<file path="config.mk">
export PLATFORM = sky130hd
export DESIGN_NAME = flash_phy_rd_buf_dep_trk_flat
export DESIGN_NICKNAME = d
export VERILOG_FILES = /design/src/rtl/flash_phy_pkg.sv /design/src/rtl/flash_phy_rd_buf_dep_trk_if.sv /design/src/rtl/flash_phy_rd_buf_dep_penc.sv /design/src/rtl/flash_phy_rd_buf_dep_trk.sv /design/src/flat_wrapper.sv
export SDC_FILE = /design/constraint.sdc
export NUM_CORES = 1
export LEC_CHECK = 0
export ABC_AREA = 1
export ABC_CLOCK_PERIOD_IN_PS = 1930
export CAP_MARGIN = 30
export CELL_PAD_IN_SITES_DETAIL_PLACEMENT = 1
export CELL_PAD_IN_SITES_GLOBAL_PLACEMENT = 1
export CORE_MARGIN = 8
export CORE_UTILIZATION = 36
export DETAILED_ROUTE_END_ITERATION = 10
export GPL_TIMING_DRIVEN = 0
export PLACE_DENSITY_LB_ADDON = 0.1
export SLEW_MARGIN = 20
export SYNTH_ARGS = -nofsm -noshare
export SYNTH_HDL_FRONTEND = slang
export SYNTH_SLANG_ARGS = --single-unit
</file>
<file path="constraint.sdc">
create_clock -name clk_i -period 1.93 [get_ports clk_i]
set_clock_uncertainty 0.05 [all_clocks]
set_input_delay 0.386 -clock clk_i [delete_from_list [all_inputs] [get_ports clk_i]]
set_output_delay 0.386 -clock clk_i [all_outputs]
set_load 0.005 [all_outputs]
</file>
<file path="src/rtl/flash_phy_pkg.sv">
// Shared types and default sizing for the flash PHY read-buffer
// dependency tracker.
package flash_phy_pkg;

  localparam int NumBufDef   = 4;
  localparam int RspDepthDef = 4;

  typedef enum logic [1:0] {
    DRN_IDLE  = 2'd0,
    DRN_DRAIN = 2'd1,
    DRN_ACK   = 2'd2
  } drain_st_e;

endpackage

</file>
<file path="src/rtl/flash_phy_rd_buf_dep_trk_if.sv">
// Response-queue push/pop, drain and status bundle for the
// read-buffer dependency tracker.
interface flash_phy_rd_buf_dep_trk_if
  import flash_phy_pkg::*;
#(
  parameter int NumBuf   = NumBufDef,
  parameter int RspDepth = RspDepthDef
);
  localparam int IdxW = $clog2(NumBuf);
  localparam int CntW = $clog2(RspDepth + 1);

  logic              en_i;
  logic              wr_i;
  logic [IdxW-1:0]   wr_idx_i;
  logic              rd_i;
  logic [IdxW-1:0]   rd_idx_i;
  logic              flush_i;
  logic              drain_req_i;
  logic              drain_ack_o;
  logic              wr_block_o;
  logic [NumBuf-1:0] dependency_o;
  logic              all_dependency_o;
  logic              free_vld_o;
  logic [IdxW-1:0]   free_idx_o;
  logic [CntW-1:0]   total_cnt_o;
  logic              err_ovf_o;
  logic              err_udf_o;
  logic              err_idx_o;

  modport master (
    output en_i, wr_i, wr_idx_i, rd_i, rd_idx_i,
    output flush_i, drain_req_i,
    input  drain_ack_o, wr_block_o, dependency_o,
    input  all_dependency_o, free_vld_o, free_idx_o,
    input  total_cnt_o, err_ovf_o, err_udf_o, err_idx_o
  );

  modport slave (
    input  en_i, wr_i, wr_idx_i, rd_i, rd_idx_i,
    input  flush_i, drain_req_i,
    output drain_ack_o, wr_block_o, dependency_o,
    output all_dependency_o, free_vld_o, free_idx_o,
    output total_cnt_o, err_ovf_o, err_udf_o, err_idx_o
  );

endinterface

</file>
<file path="src/rtl/flash_phy_rd_buf_dep_penc.sv">
// Lowest-set-bit priority encoder; used to pick the lowest
// read buffer with no outstanding responses.
module flash_phy_rd_buf_dep_penc #(
  parameter int Width = 4,
  localparam int IdxW = $clog2(Width)
) (
  input  logic [Width-1:0] req_i,
  output logic             vld_o,
  output logic [IdxW-1:0]  idx_o
);

  always_comb begin
    vld_o = |req_i;
    idx_o = '0;
    for (int i = Width - 1; i >= 0; i--) begin
      if (req_i[i]) idx_o = IdxW'(i);
    end
  end

endmodule

</file>
<file path="src/rtl/flash_phy_rd_buf_dep_trk.sv">
// Per-buffer outstanding-response counters with overflow/underflow
// checking, lowest-free selection and a drain/quiesce handshake.
module flash_phy_rd_buf_dep_trk
  import flash_phy_pkg::*;
#(
  parameter int NumBuf   = NumBufDef,
  parameter int RspDepth = RspDepthDef
) (
  input logic clk_i,
  input logic rst_ni,
  flash_phy_rd_buf_dep_trk_if.slave bus
);

  localparam int IdxW = $clog2(NumBuf);
  localparam int CntW = $clog2(RspDepth + 1);
  localparam logic [CntW-1:0] Full = CntW'(RspDepth);
  localparam logic [IdxW:0] NbLim = (IdxW+1)'(NumBuf);
  localparam logic [CntW-1:0] One = CntW'(1);

  logic [CntW-1:0] cnt_q [NumBuf];
  logic [CntW-1:0] cnt_d [NumBuf];
  logic [CntW-1:0] total_q, total_d;
  logic            ovf_q, ovf_d;
  logic            udf_q, udf_d;
  logic            idxe_q, idxe_d;
  drain_st_e       st_q, st_d;
  logic            ack_q, ack_d;
  logic            blk_q, blk_d;

  logic            wr_in, rd_in;
  logic            wr_ok, rd_ok;
  logic [CntW-1:0] wr_cnt, rd_cnt;
  logic [NumBuf-1:0] dep;
  logic            free_vld;
  logic [IdxW-1:0] free_idx;

  always_comb begin
    wr_in  = {1'b0, bus.wr_idx_i} < NbLim;
    rd_in  = {1'b0, bus.rd_idx_i} < NbLim;
    wr_cnt = '0;
    rd_cnt = '0;
    for (int i = 0; i < NumBuf; i++) begin
      if (bus.wr_idx_i == IdxW'(i)) wr_cnt = cnt_q[i];
      if (bus.rd_idx_i == IdxW'(i)) rd_cnt = cnt_q[i];
    end
    wr_ok = bus.en_i & bus.wr_i & ~blk_q & wr_in
          & (wr_cnt < Full) & (total_q < Full);
    rd_ok = bus.en_i & bus.rd_i & rd_in & (rd_cnt != '0);
  end

  // Same-index push+pop cancels naturally: +1 then -1.
  always_comb begin
    for (int i = 0; i < NumBuf; i++) begin
      cnt_d[i] = cnt_q[i];
      if (wr_ok && bus.wr_idx_i == IdxW'(i))
        cnt_d[i] = cnt_d[i] + One;
      if (rd_ok && bus.rd_idx_i == IdxW'(i))
        cnt_d[i] = cnt_d[i] - One;
      if (bus.flush_i) cnt_d[i] = '0;
    end
    total_d = total_q;
    if (wr_ok) total_d = total_d + One;
    if (rd_ok) total_d = total_d - One;
    ovf_d  = ovf_q | (bus.en_i & bus.wr_i & ~blk_q & wr_in
           & ((wr_cnt >= Full) | (total_q >= Full)));
    udf_d  = udf_q | (bus.en_i & bus.rd_i & rd_in
           & (rd_cnt == '0));
    idxe_d = idxe_q | (bus.en_i
           & ((bus.wr_i & ~blk_q & ~wr_in)
           | (bus.rd_i & ~rd_in)));
    if (bus.flush_i) begin
      total_d = '0;
      ovf_d   = 1'b0;
      udf_d   = 1'b0;
      idxe_d  = 1'b0;
    end
  end

  always_comb begin
    st_d = st_q;
    unique case (st_q)
      DRN_IDLE:  if (bus.drain_req_i) st_d = DRN_DRAIN;
      DRN_DRAIN: if (total_q == '0) st_d = DRN_ACK;
      DRN_ACK:   st_d = DRN_IDLE;
      default:   st_d = DRN_IDLE;
    endcase
    if (bus.flush_i) st_d = DRN_IDLE;
    blk_d = (st_d != DRN_IDLE);
    ack_d = (st_d == DRN_ACK);
  end

  always_ff @(posedge clk_i) begin
    if (!rst_ni) begin
      for (int i = 0; i < NumBuf; i++) cnt_q[i] <= '0;
      total_q <= '0;
      ovf_q   <= 1'b0;
      udf_q   <= 1'b0;
      idxe_q  <= 1'b0;
      st_q    <= DRN_IDLE;
      ack_q   <= 1'b0;
      blk_q   <= 1'b0;
    end else begin
      for (int i = 0; i < NumBuf; i++) cnt_q[i] <= cnt_d[i];
      total_q <= total_d;
      ovf_q   <= ovf_d;
      udf_q   <= udf_d;
      idxe_q  <= idxe_d;
      st_q    <= st_d;
      ack_q   <= ack_d;
      blk_q   <= blk_d;
    end
  end

  always_comb begin
    for (int i = 0; i < NumBuf; i++) dep[i] = (cnt_q[i] != '0);
  end

  flash_phy_rd_buf_dep_penc #(
    .Width (NumBuf)
  ) u_penc (
    .req_i (~dep),
    .vld_o (free_vld),
    .idx_o (free_idx)
  );

  assign bus.dependency_o     = dep;
  assign bus.all_dependency_o = &dep;
  assign bus.free_vld_o       = free_vld;
  assign bus.free_idx_o       = free_idx;
  assign bus.total_cnt_o      = total_q;
  assign bus.err_ovf_o        = ovf_q;
  assign bus.err_udf_o        = udf_q;
  assign bus.err_idx_o        = idxe_q;
  assign bus.drain_ack_o      = ack_q;
  assign bus.wr_block_o       = blk_q;

  int sum_c;
  always_comb begin
    sum_c = 0;
    for (int i = 0; i < NumBuf; i++) sum_c += int'(cnt_q[i]);
  end

  a_sum : assert property (@(posedge clk_i) disable iff (!rst_ni)
    int'(total_q) == sum_c);
  a_cap : assert property (@(posedge clk_i) disable iff (!rst_ni)
    total_q <= Full);
  a_nodep : assert property (@(posedge clk_i) disable iff (!rst_ni)
    (NumBuf > RspDepth) |-> !(&dep));
  a_ack : assert property (@(posedge clk_i) disable iff (!rst_ni)
    ack_q |=> !ack_q);

endmodule

</file>
<file path="src/flat_wrapper.sv">
// flat-port wrapper written by rule: the top's interface ports become plain ports
module flash_phy_rd_buf_dep_trk_flat import flash_phy_pkg::*;
#(
  parameter int NumBuf   = NumBufDef,
  parameter int RspDepth = RspDepthDef
)
  (clk_i, rst_ni, bus_en_i, bus_wr_i, bus_wr_idx_i, bus_rd_i, bus_rd_idx_i, bus_flush_i, bus_drain_req_i, bus_drain_ack_o, bus_wr_block_o, bus_dependency_o, bus_all_dependency_o, bus_free_vld_o, bus_free_idx_o, bus_total_cnt_o, bus_err_ovf_o, bus_err_udf_o, bus_err_idx_o);
  flash_phy_rd_buf_dep_trk_if #(.NumBuf(NumBuf), .RspDepth(RspDepth)) bus_i ();
  input logic clk_i;
  input logic rst_ni;
  input wire logic [$bits(bus_i.en_i)-1:0] bus_en_i;
  input wire logic [$bits(bus_i.wr_i)-1:0] bus_wr_i;
  input wire logic [$bits(bus_i.wr_idx_i)-1:0] bus_wr_idx_i;
  input wire logic [$bits(bus_i.rd_i)-1:0] bus_rd_i;
  input wire logic [$bits(bus_i.rd_idx_i)-1:0] bus_rd_idx_i;
  input wire logic [$bits(bus_i.flush_i)-1:0] bus_flush_i;
  input wire logic [$bits(bus_i.drain_req_i)-1:0] bus_drain_req_i;
  output wire logic [$bits(bus_i.drain_ack_o)-1:0] bus_drain_ack_o;
  output wire logic [$bits(bus_i.wr_block_o)-1:0] bus_wr_block_o;
  output wire logic [$bits(bus_i.dependency_o)-1:0] bus_dependency_o;
  output wire logic [$bits(bus_i.all_dependency_o)-1:0] bus_all_dependency_o;
  output wire logic [$bits(bus_i.free_vld_o)-1:0] bus_free_vld_o;
  output wire logic [$bits(bus_i.free_idx_o)-1:0] bus_free_idx_o;
  output wire logic [$bits(bus_i.total_cnt_o)-1:0] bus_total_cnt_o;
  output wire logic [$bits(bus_i.err_ovf_o)-1:0] bus_err_ovf_o;
  output wire logic [$bits(bus_i.err_udf_o)-1:0] bus_err_udf_o;
  output wire logic [$bits(bus_i.err_idx_o)-1:0] bus_err_idx_o;
  assign bus_i.en_i = bus_en_i;
  assign bus_i.wr_i = bus_wr_i;
  assign bus_i.wr_idx_i = bus_wr_idx_i;
  assign bus_i.rd_i = bus_rd_i;
  assign bus_i.rd_idx_i = bus_rd_idx_i;
  assign bus_i.flush_i = bus_flush_i;
  assign bus_i.drain_req_i = bus_drain_req_i;
  assign bus_drain_ack_o = bus_i.drain_ack_o;
  assign bus_wr_block_o = bus_i.wr_block_o;
  assign bus_dependency_o = bus_i.dependency_o;
  assign bus_all_dependency_o = bus_i.all_dependency_o;
  assign bus_free_vld_o = bus_i.free_vld_o;
  assign bus_free_idx_o = bus_i.free_idx_o;
  assign bus_total_cnt_o = bus_i.total_cnt_o;
  assign bus_err_ovf_o = bus_i.err_ovf_o;
  assign bus_err_udf_o = bus_i.err_udf_o;
  assign bus_err_idx_o = bus_i.err_idx_o;
  flash_phy_rd_buf_dep_trk #(.NumBuf(NumBuf), .RspDepth(RspDepth)) u_core (.clk_i(clk_i), .rst_ni(rst_ni), .bus(bus_i));
endmodule
</file>
* After elaboration in Yosys (flattened, before gate mapping) *
Memories as Yosys holds them, arrays and structs flattened.
Index checks and enable logic that the tools add are counted.
W data, S select, Z words.

operators by class
  reduce and logical (&&, ||, !) cells = 22
  shifts and indexed selects = 0
  bitwise logic cells = 18
  $lt $le $gt $ge = 4
  eq/ne operators = 8
  divide/modulo/power cells = 0
  add/subtract/negate cells = 10
  multipliers = 0
  multiplexer cells = 36

operators by type and width
  cell                   number
  $mux W3                26
  $add A3 B1 Y3 const B  5
  $reduce_bool A3 Y1     5
  $sub A3 B1 Y3 const B  5
  $mux W2                7
  $eq A2 B2 Y1 const B   5
  $and A1 B1 Y1          8
  $logic_and A1 B1 Y1    8
  $or A1 B1 Y1           7
  $eq A2 B1 Y1 const B   3
  $ge A3 B3 Y1 const B   2
  $logic_not A2 Y1       3
  $logic_not A3 Y1       2
  $lt A3 B3 Y1 const B   2
  $not A4 Y4             1
  $pmux W2 S2            1
  $reduce_and A4 Y1      1
  $reduce_or A4 Y1       1
  $mux W1                2
  $not A1 Y1             2
  $reduce_bool A2 Y1     1
  $reduce_or A2 Y1       1

word-level totals
  register bits after elaboration = 9
  output and inout port bits = 16
  memories = 1
  memory bits (read-only) = 0
  latch bits = 0
  RAM bits = 12
  bits of input ports = 11

memory list
  name          words  width  read ports  clocked after Yosys merged registers in  wr ports  RTL line                        text
  u_core.cnt_q  4      3      4           0                                        4         flash_phy_rd_buf_dep_trk.sv:20  logic [CntW-1:0] cnt_q [NumBuf];

* Logic depth before layout (Yosys ltp) *
Gate-level depths: netlist of run 1.

  depth in word-level cells = 14
  gate-level depth with buffers = 14
  gate-level depth less buffers = 14

* Cells and area by module *
From an unflattened synthesis of run 1, not the netlist that was laid out.

second synthesis, totals
  cell total of the unflattened synthesis = 258
  area total of the unflattened synthesis = 1597.8 um^2

by module, submodules not included
  module                     sequential area each (um^2)  cells each  instances  area an instance (um^2)
  flash_phy_rd_buf_dep_trk   420.4                        249         1          1551.5
  flash_phy_rd_buf_dep_penc  0.0                          9           1          46.3

* Least setup slack after synthesis of run 1 *
OpenSTA, ideal clock, no wires.

  kind = input to register
  from = input port bus_wr_idx_i[1]
  to = memory u_core.cnt_q[0][8] (netlist bit)
  path buffers = 1
  path slack = 0.107 ns
  arrival = 1.660 ns
  cell stages on the path = 13
  cell sequence = nor2_2 nand2_1 nand3_2 nor2_4 buf_4 nand4_1 and2_1 ha_1 inv_1 nor3_1 nand2_1 nand2_1 nor2_1

RTL lines
  item                RTL line                        text
  start: declaration  flat_wrapper.sv:13              input wire logic [$bits(bus_i.wr_idx_i)-1:0] bus_wr_idx_i;
  end: declaration    flash_phy_rd_buf_dep_trk.sv:20

==> results_tabular.tex, run 1 <==
\begin{tabular}{lr}
\hline
Metric & Value \\
\hline
\multicolumn{2}{l}{\textbf{Global routing}} \\
Met3 global-route usage & 2.954\% \\
Vias in the first global route & 1898 \\
Layer with the highest usage & met2 \\
Overall routing resource usage & 16.08\% \\
Initial antenna violation count & 0 \\
Met2 Resource Use GR & 29.36\% \\
First-pass GRT wire length & 8.514 mm \\
Pin count of the biggest net entering global routing & 13 \\
Met1 GRT Util & 18.48\% \\
Total global routing overflow & 0 \\
\multicolumn{2}{l}{\textbf{STA}} \\
Final number of hold-violating endpoints & 0 \\
Total negative slack for setup checks & 0 ns \\
Headroom to the max-slew limit & 59.78\% \\
Final-report max-slew violation count & 0 \\
Unrepaired setup endpoints after global routing & true \\
Final worst path period share & 96.00\% \\
Minimum period implied by the final worst setup slack & 1.853 ns \\
Worst hold margin & 0.4254 ns \\
Setup violation total in the final timing report & 0 \\
Worst-margin pin slew & 0.6010 ns \\
Max Fclk & 539.7 MHz \\
\multicolumn{2}{l}{\textbf{Clocking}} \\
Max H-tree Level & 1 \\
CTS Hold Buffers Added & 0 \\
Maximum buffer depth of the clock tree & 2 \\
Sink count of the clock tree & 21 \\
Master cell of the clock root buffer & sky130\_fd\_sc\_hd\_\_clkbuf\_8 \\
Number of buffers created by CTS & 3 \\
Worst-skew pair later-pin latency & 0.26 ns \\
Clock tree from TritonCTS & done \\
Clock transition at the registers of the reported paths & 0.08 ns \\
\multicolumn{2}{l}{\textbf{Yosys}} \\
Library cell with the highest instance count after synthesis & sky130\_fd\_sc\_hd\_\_nand2\_1 \\
Most numerous cell types in the synthesized netlist & sky130\_fd\_sc\_hd\_\_nand2\_1 (59), sky130\_fd\_sc\_hd\_\_inv\_1 (41), sky130\_fd\_sc\_hd\_\_nor2\_1 (35) \\
Number of cells produced by synthesis & 247 \\
Synth Cell Area & 0.001554 mm\^{}2 \\
Average size of a mapped cell & 6.291 um\^{}2 \\
Most common flop cell mapped by yosys & sky130\_fd\_sc\_hd\_\_dfxtp\_1 \\
Synth async-reset ratio & 0\% \\
Post-synth EDFFs & 0 \\
Synth warn & 0 \\
Yosys cell types & 25 \\
Number of synthesized register bits & 21 \\
Post-Syn Nets & 273 \\
Yosys top cell by area & sky130\_fd\_sc\_hd\_\_dfxtp\_1 \\
Area fraction of the dominant cell type after synthesis & 27.05\% \\
Main area contributors after synthesis & sky130\_fd\_sc\_hd\_\_dfxtp\_1 (27\%), sky130\_fd\_sc\_hd\_\_nand2\_1 (14\%), sky130\_fd\_sc\_hd\_\_ha\_1 (12\%), sky130\_fd\_sc\_hd\_\_nand3\_1 (10\%), sky130\_fd\_sc\_hd\_\_inv\_1 (9.9\%) \\
Sequential area share after synthesis & 27.05\% \\
\multicolumn{2}{l}{\textbf{Floorplan}} \\
Boundary Pins & 27 \\
Overall die width & 81.70 um \\
Initial core utilization & 36.44\% \\
Floorplan Core Area & 0.004264 mm\^{}2 \\
Die footprint & 0.006675 mm\^{}2 \\
Placement row count & 24 \\
DIE HEIGHT & 81.70 um \\
\multicolumn{2}{l}{\textbf{Placed design}} \\
Gpl congestion & 0.7676 \\
Post-detailed-placement half-perimeter wirelength & 3.580 mm \\
Number of I/O port buffers & 24 \\
Placed insts & 323 \\
\multicolumn{2}{l}{\textbf{Pwr}} \\
Cell Pwr Density & 438.7 mW/mm\^{}2 \\
Pleak & 0.001122 uW \\
Largest voltage drop on the vdd net & 0.2318 mV \\
\multicolumn{2}{l}{\textbf{Setup path}} \\
Delay-heaviest family, CP & simple AND/OR/NAND/NOR gates \\
Max FO, Critical Path & 6 \\
Setup CP Type & flop to flop \\
Chain of cells forming the critical path & nand2\_1 -> nand3\_4 -> nor2\_4 -> buf\_6 -> nand4\_1 -> and2\_1 -> ha\_1 -> nand4\_1 -> nand3\_1 -> nand2\_1 -> nor2\_1 \\
Worst Path Arrival & 1.97 ns \\
Register-to-register path setup slack & 0.08 ns \\
Critical Path Slowest Stage Cell & sky130\_fd\_sc\_hd\_\_dfxtp\_1 \\
Crit path capture type & flop \\
Crit path buffers/inverters & 1 \\
Critical Path Max Stage Delay & 0.32 ns \\
Endpoint required time on the critical path & 2.04 ns \\
Sort of element at the start of the critical path & flop \\
\multicolumn{2}{l}{\textbf{Finish}} \\
Synthesis-to-finish area growth & 40.18\% \\
Share of the core filled with cells in the final layout & 51.09\% \\
Fraction of layout instances using a drive strength above 1 & 24.83\% \\
Final \#Nets & 325 \\
Antenna diodes & 0 \\
Non-filler instance count after layout & 350 \\
\multicolumn{2}{l}{\textbf{Route}} \\
Final wirelength & 5.101 mm \\
DRC violations left & 0 \\
Detail-routed net length per standard cell & 14.57 um \\
Residual antenna-violating net count after detailed routing & 0 \\
Via-per-instance ratio & 5.074 \\
Detailed Route Iter0 Violations & 60 \\
Count of vias placed by the detailed router & 1776 \\
Detailed-routing iteration count for the pre-antenna-repair pass & 4 \\
\multicolumn{2}{l}{\textbf{Run status}} \\
Outcome & complete, no violations \\
\multicolumn{2}{l}{\textbf{Min path}} \\
Worst min-delay path category & flop to flop \\
\multicolumn{2}{l}{\textbf{Run}} \\
Number of maximum-capacitance constraint violations & 0 \\
\hline
\end{tabular}
-- registers in the layout (all words and copies together) (netlist names) --
register / count
u_core.bus.drain_ack_o: 1
u_core.bus.err_ovf_o: 1
u_core.bus.err_udf_o: 1
u_core.bus.total_cnt_o: 3
u_core.bus.wr_block_o: 1
u_core.cnt_q: 12
u_core.st_q: 2
-- metrics by stage --
stage | area [um^2] | setup slack, ns | total power [uW]
finish | 2178 | 0.07717 | 955.7
global placement | 1859 | -0.7535 | 622.5
detailed placement | 1859 | -0.7589 | 625.4
global route | 2178 | -0.08568 | 1013
CTS | 2133 | -0.08670 | 964.7
floorplan | 1554 | 0.1069 | 555.3
-- cell usage in the layout, fill, tap and decap left out, types with 2 or more instances in the layout --
| master | instances |
|---|---|
| sky130_fd_sc_hd__nand3_2 | 3 |
| sky130_fd_sc_hd__nand4_1 | 14 |
| sky130_fd_sc_hd__buf_2 | 2 |
| sky130_fd_sc_hd__o21ai_0 | 2 |
| sky130_fd_sc_hd__clkdlybuf4s15_1 | 2 |
| sky130_fd_sc_hd__ha_1 | 12 |
| sky130_fd_sc_hd__dfxtp_1 | 12 |
| sky130_fd_sc_hd__a21oi_1 | 6 |
| sky130_fd_sc_hd__nand2_1 | 52 |
| sky130_fd_sc_hd__nand3_1 | 28 |
| sky130_fd_sc_hd__and2_1 | 4 |
| sky130_fd_sc_hd__clkbuf_2 | 3 |
| sky130_fd_sc_hd__nor2_4 | 3 |
| sky130_fd_sc_hd__clkdlybuf4s50_1 | 12 |
| sky130_fd_sc_hd__inv_1 | 34 |
| sky130_fd_sc_hd__nor2_1 | 34 |
| sky130_fd_sc_hd__inv_2 | 6 |
| sky130_fd_sc_hd__clkbuf_8 | 3 |
| sky130_fd_sc_hd__dlygate4sd2_1 | 5 |
| sky130_fd_sc_hd__nand2_2 | 7 |
| sky130_fd_sc_hd__buf_6 | 3 |
| sky130_fd_sc_hd__buf_4 | 23 |
| sky130_fd_sc_hd__dfxtp_2 | 5 |
| sky130_fd_sc_hd__ha_2 | 3 |
| sky130_fd_sc_hd__dfxtp_4 | 4 |
-- cells by family (layout without fill, tap and decap cells) --
family | count (synthesis) | after routing | synth area share [%]
xor+xnor | 1 | 1 | 0.5637
simple gates | 151 | 151 | 43.88
other cells | 1 | 1 | 0.2413
buf+inv | 46 | 97 | 11.75
fa+ha+maj | 15 | 15 | 12.08
flops | 21 | 21 | 27.05
compound gates | 12 | 12 | 4.429
-- power breakdown --
group	switching, uW	leakage (uW)	total, uW	internal (uW)
combinational	116	0.000921	211	95.0
sequential	6.78	0.000176	444	437
clock	157	0.0000255	301	144
total	280	0.00112	956	676
-- repair_timing --
item / CTS / global route
buffers inserted: 19 / 4
pin swaps: 13 / 12
endpoints found under the setup margin: 20 / 18
hold endpoints to repair: 0 / 0
resized for setup: 46 / 30
-- worst reg2reg max path, delay by kind of cell (launching register included) --
family,cells,cell delay [ns]
adder cells (fa/ha/maj),1,0.20
flip-flops,1,0.32
buffers and inverters,1,0.16
AND/OR/NAND/NOR,9,1.03
-- cell type report --
cell class / count / area, um^2
Inverter: 41 / 156.4
Timing Repair Buffer: 47 / 395.4
Tap cell: 52 / 65.06
Sequential cell: 21 / 441.7
Clock buffer: 3 / 41.29
Buffer: 5 / 40.04
Fill cell: 574 / 2086
Multi-Input combinational cell: 180 / 1033
Clock inverter: 1 / 5.005
-- routing by layer --
metal	wire length, um	share of wire [%]
met3	247	4.8
met2	2569	50
met1	2256	44
met4	27	0.53
met5	0	0
-- final timing paths --
| check | end | cells after the start | start |
|---|---|---|---|
| setup / recovery | u_core.cnt_q[0][2] | 11 | u_core.cnt_q[0][2] |
| hold / removal | u_core.bus.err_udf_o | 1 | u_core.bus.err_udf_o |
| setup reg to reg | u_core.cnt_q[0][2] | 11 | u_core.cnt_q[0][2] |
| hold reg to reg | u_core.bus.err_udf_o | 1 | u_core.bus.err_udf_o |
Note: power is estimated with default switching activity, not from simulation.
==> run 2: changes to the inputs <==
SKIP_LAST_GASP = 1   (was default)
==> run 2 against run 1 <==
Against the previous run:
- sequential power about the same
- cell count did not move
- via count shrank 1.5%
- final area down 0.75%
- core utilization decreased by 0.38 points
- wire length fell by 0.67%
- worst hold slack about the same
- first-iteration DRC count rose by 13%
- sequential cell count is the same
- critical endpoint is now bus_free_idx_o[0]
==> results_tabular.tex, run 2 (same netlist as run 1, synthesis figures left out) <==
\begin{tabular}{lr}
\hline
Metric & Value \\
\hline
\multicolumn{2}{l}{\textbf{STA}} \\
Worst-margin pin slew & 0.6067 ns \\
Headroom to the max-slew limit & 59.41\% \\
Worst-case setup margin in the final layout & 0.07300 ns \\
Worst hold margin & 0.4255 ns \\
Setup violation total in the final timing report & 0 \\
Max Fclk & 538.5 MHz \\
Final number of hold-violating endpoints & 0 \\
Unrepaired setup endpoints after global routing & true \\
Final worst path period share & 96.22\% \\
Minimum period implied by the final worst setup slack & 1.857 ns \\
Final-report max-slew violation count & 0 \\
\multicolumn{2}{l}{\textbf{Setup path}} \\
Register-to-register path setup slack & 0.09 ns \\
Reg2reg end & u\_core.cnt\_q[0][2] \\
Max FO, Critical Path & 3 \\
Endpoint required time on the critical path & 1.49 ns \\
Crit path capture type & primary output \\
Reg2Reg Depth & 11 \\
Setup CP Type & flop to primary output \\
Worst Path Arrival & 1.42 ns \\
RR Startpoint & u\_core.cnt\_q[0][8] \\
Crit. Startpoint & u\_core.cnt\_q[0][6] \\
Sort of element at the start of the critical path & flop \\
\multicolumn{2}{l}{\textbf{Route}} \\
Count of vias placed by the detailed router & 1750 \\
Via-per-instance ratio & 5.000 \\
Detailed-routing iteration count for the pre-antenna-repair pass & 4 \\
Residual antenna-violating net count after detailed routing & 0 \\
DRC violations left & 0 \\
Detailed Route Iter0 Violations & 68 \\
Final wirelength & 5.067 mm \\
Detail-routed net length per standard cell & 14.48 um \\
\multicolumn{2}{l}{\textbf{Min path}} \\
Capture endpoint of the worst hold path & u\_core.bus.err\_udf\_o \\
Worst min-delay path category & flop to flop \\
Worst hold path stage count & 1 \\
HP Start & u\_core.bus.err\_udf\_o \\
\multicolumn{2}{l}{\textbf{Pwr}} \\
Switching fraction of total power & 29.29\% \\
Proportion of power drawn by flip-flops and latches & 46.5\% \\
Combinational share of power & 21.9\% \\
Total internal power & 678.0 uW \\
Largest voltage drop on the vdd net & 0.2209 mV \\
Cell Pwr Density & 443.5 mW/mm\^{}2 \\
Clock power share & 31.6\% \\
Power dissipated by switching net loads & 280.8 uW \\
Total design power & 958.8 uW \\
Pleak & 0.001120 uW \\
\multicolumn{2}{l}{\textbf{Floorplan}} \\
DIE HEIGHT & 81.70 um \\
Placement row count & 24 \\
Boundary Pins & 27 \\
Initial core utilization & 36.44\% \\
Floorplan Core Area & 0.004264 mm\^{}2 \\
Die footprint & 0.006675 mm\^{}2 \\
Overall die width & 81.70 um \\
\multicolumn{2}{l}{\textbf{Global routing}} \\
First-pass GRT wire length & 8.514 mm \\
Overall routing resource usage & 16.08\% \\
Vias in the first global route & 1898 \\
Total global routing overflow & 0 \\
Pin count of the biggest net entering global routing & 13 \\
Initial antenna violation count & 0 \\
\multicolumn{2}{l}{\textbf{Finish}} \\
Commonest cells after routing, fill and taps aside & sky130\_fd\_sc\_hd\_\_nand2\_1 (52), sky130\_fd\_sc\_hd\_\_inv\_1 (34), sky130\_fd\_sc\_hd\_\_nor2\_1 (34) \\
Most common cell after layout, fill and taps aside & sky130\_fd\_sc\_hd\_\_nand2\_1 \\
Final \#Nets & 325 \\
Largest register by flop count & u\_core.cnt\_q \\
Largest register FFs & 12 \\
Fraction of layout instances using a drive strength above 1 & 24.16\% \\
Share of the core filled with cells in the final layout & 50.70\% \\
Number of fillers in the final layout & 576 \\
Antenna diodes & 0 \\
Non-filler instance count after layout & 350 \\
Synthesis-to-finish area growth & 39.13\% \\
\multicolumn{2}{l}{\textbf{Run status}} \\
Outcome & complete, no violations \\
\multicolumn{2}{l}{\textbf{Placed design}} \\
Number of I/O port buffers & 24 \\
Worst setup timing slack at the placement stage & -0.7589 ns \\
Gpl congestion & 0.7676 \\
Placed insts & 323 \\
Post-detailed-placement half-perimeter wirelength & 3.580 mm \\
\multicolumn{2}{l}{\textbf{Clocking}} \\
Worst-skew pair later-pin latency & 0.27 ns \\
Clock tree from TritonCTS & done \\
Max H-tree Level & 1 \\
Clock transition at the registers of the reported paths & 0.09 ns \\
Master cell of the clock root buffer & sky130\_fd\_sc\_hd\_\_clkbuf\_8 \\
Number of buffers created by CTS & 3 \\
Sink count of the clock tree & 21 \\
Maximum buffer depth of the clock tree & 2 \\
\multicolumn{2}{l}{\textbf{Run}} \\
Number of maximum-capacitance constraint violations & 0 \\
\hline
\end{tabular}
-- run 2: cell types whose count changed in the layout (fill, tap and decap cells not counted), sizes merged --
cell,before,now
buf,28,29
clkbuf,7,6
-- run 2: area by class of cell --
class	instances	area (um^2)	area share, %
repair buffers	47	392.9	18.17
plain buffers	5	40.04	1.852
clock buffers	3	41.29	1.910
well taps	52	65.06	3.009
inverters	41	153.9	7.118
multi-input cells	180	1028	47.57
clock inverters	1	5.005	0.2315
flip-flops and latches	21	435.4	20.14
-- run 2: layer usage --
metal | wire length (um) | share of wire [%] | up-vias | global-route usage (%)
li1 | - | - | 885 | -
met5 | 0 | 0 | - | 0
met2 | 2479 | 49 | 27 | 29.36
met4 | 55 | 1.1 | 0 | 4.912
met3 | 218 | 4.3 | 6 | 2.954
met1 | 2314 | 46 | 832 | 18.48
-- run 2: what timing repair did --
item,4_1_cts,5_1_grt
gates resized for setup,46,24
setup buffers,19,4
hold buffers,0,0
pin swaps,13,12
setup endpoints to repair,20,18
-- run 2: critical path, stage by stage, from the launching register on --
cell and delay, ns:
sky130_fd_sc_hd__dfxtp_4 0.36, sky130_fd_sc_hd__inv_2 0.05, sky130_fd_sc_hd__ha_2 0.17, sky130_fd_sc_hd__nand2_2 0.08, sky130_fd_sc_hd__buf_4 0.11, sky130_fd_sc_hd__nand3_1 0.08
sky130_fd_sc_hd__a21boi_2 0.17, sky130_fd_sc_hd__clkbuf_2 0.13
-- run 2: worst max-delay path by stage --
stage,endpoint,slack [ns],cells after the start
2_1_floorplan,u_core.cnt_q[0][8],0.11,13
3_3_place_gp,u_core.bus.total_cnt_o[1],-0.75,13
3_5_place_dp,u_core.cnt_q[0][8],-0.76,14
4_1_cts,bus_free_idx_o[0],-0.09,7
5_1_grt,u_core.cnt_q[0][2],-0.04,11
6_report,bus_free_idx_o[0],0.07,7
-- run 2: power groups by stage --
stage	combinational (uW)	sequential (uW)	clock (uW)
after CTS	199	446	319
after detailed placement	167	459	0
after floorplan	97.5	458	0
final	210	446	303
after global routing	234	448	332
after global placement	164	459	0
-- run 2: stage by stage --
step	setup TNS [ns]	instance area, um^2
after floorplan	0	1554
after global placement	-8.170	1859
after detailed placement	-8.413	1859
after CTS	-0.08670	2133
after global routing	-0.09540	2162
final	0	2162
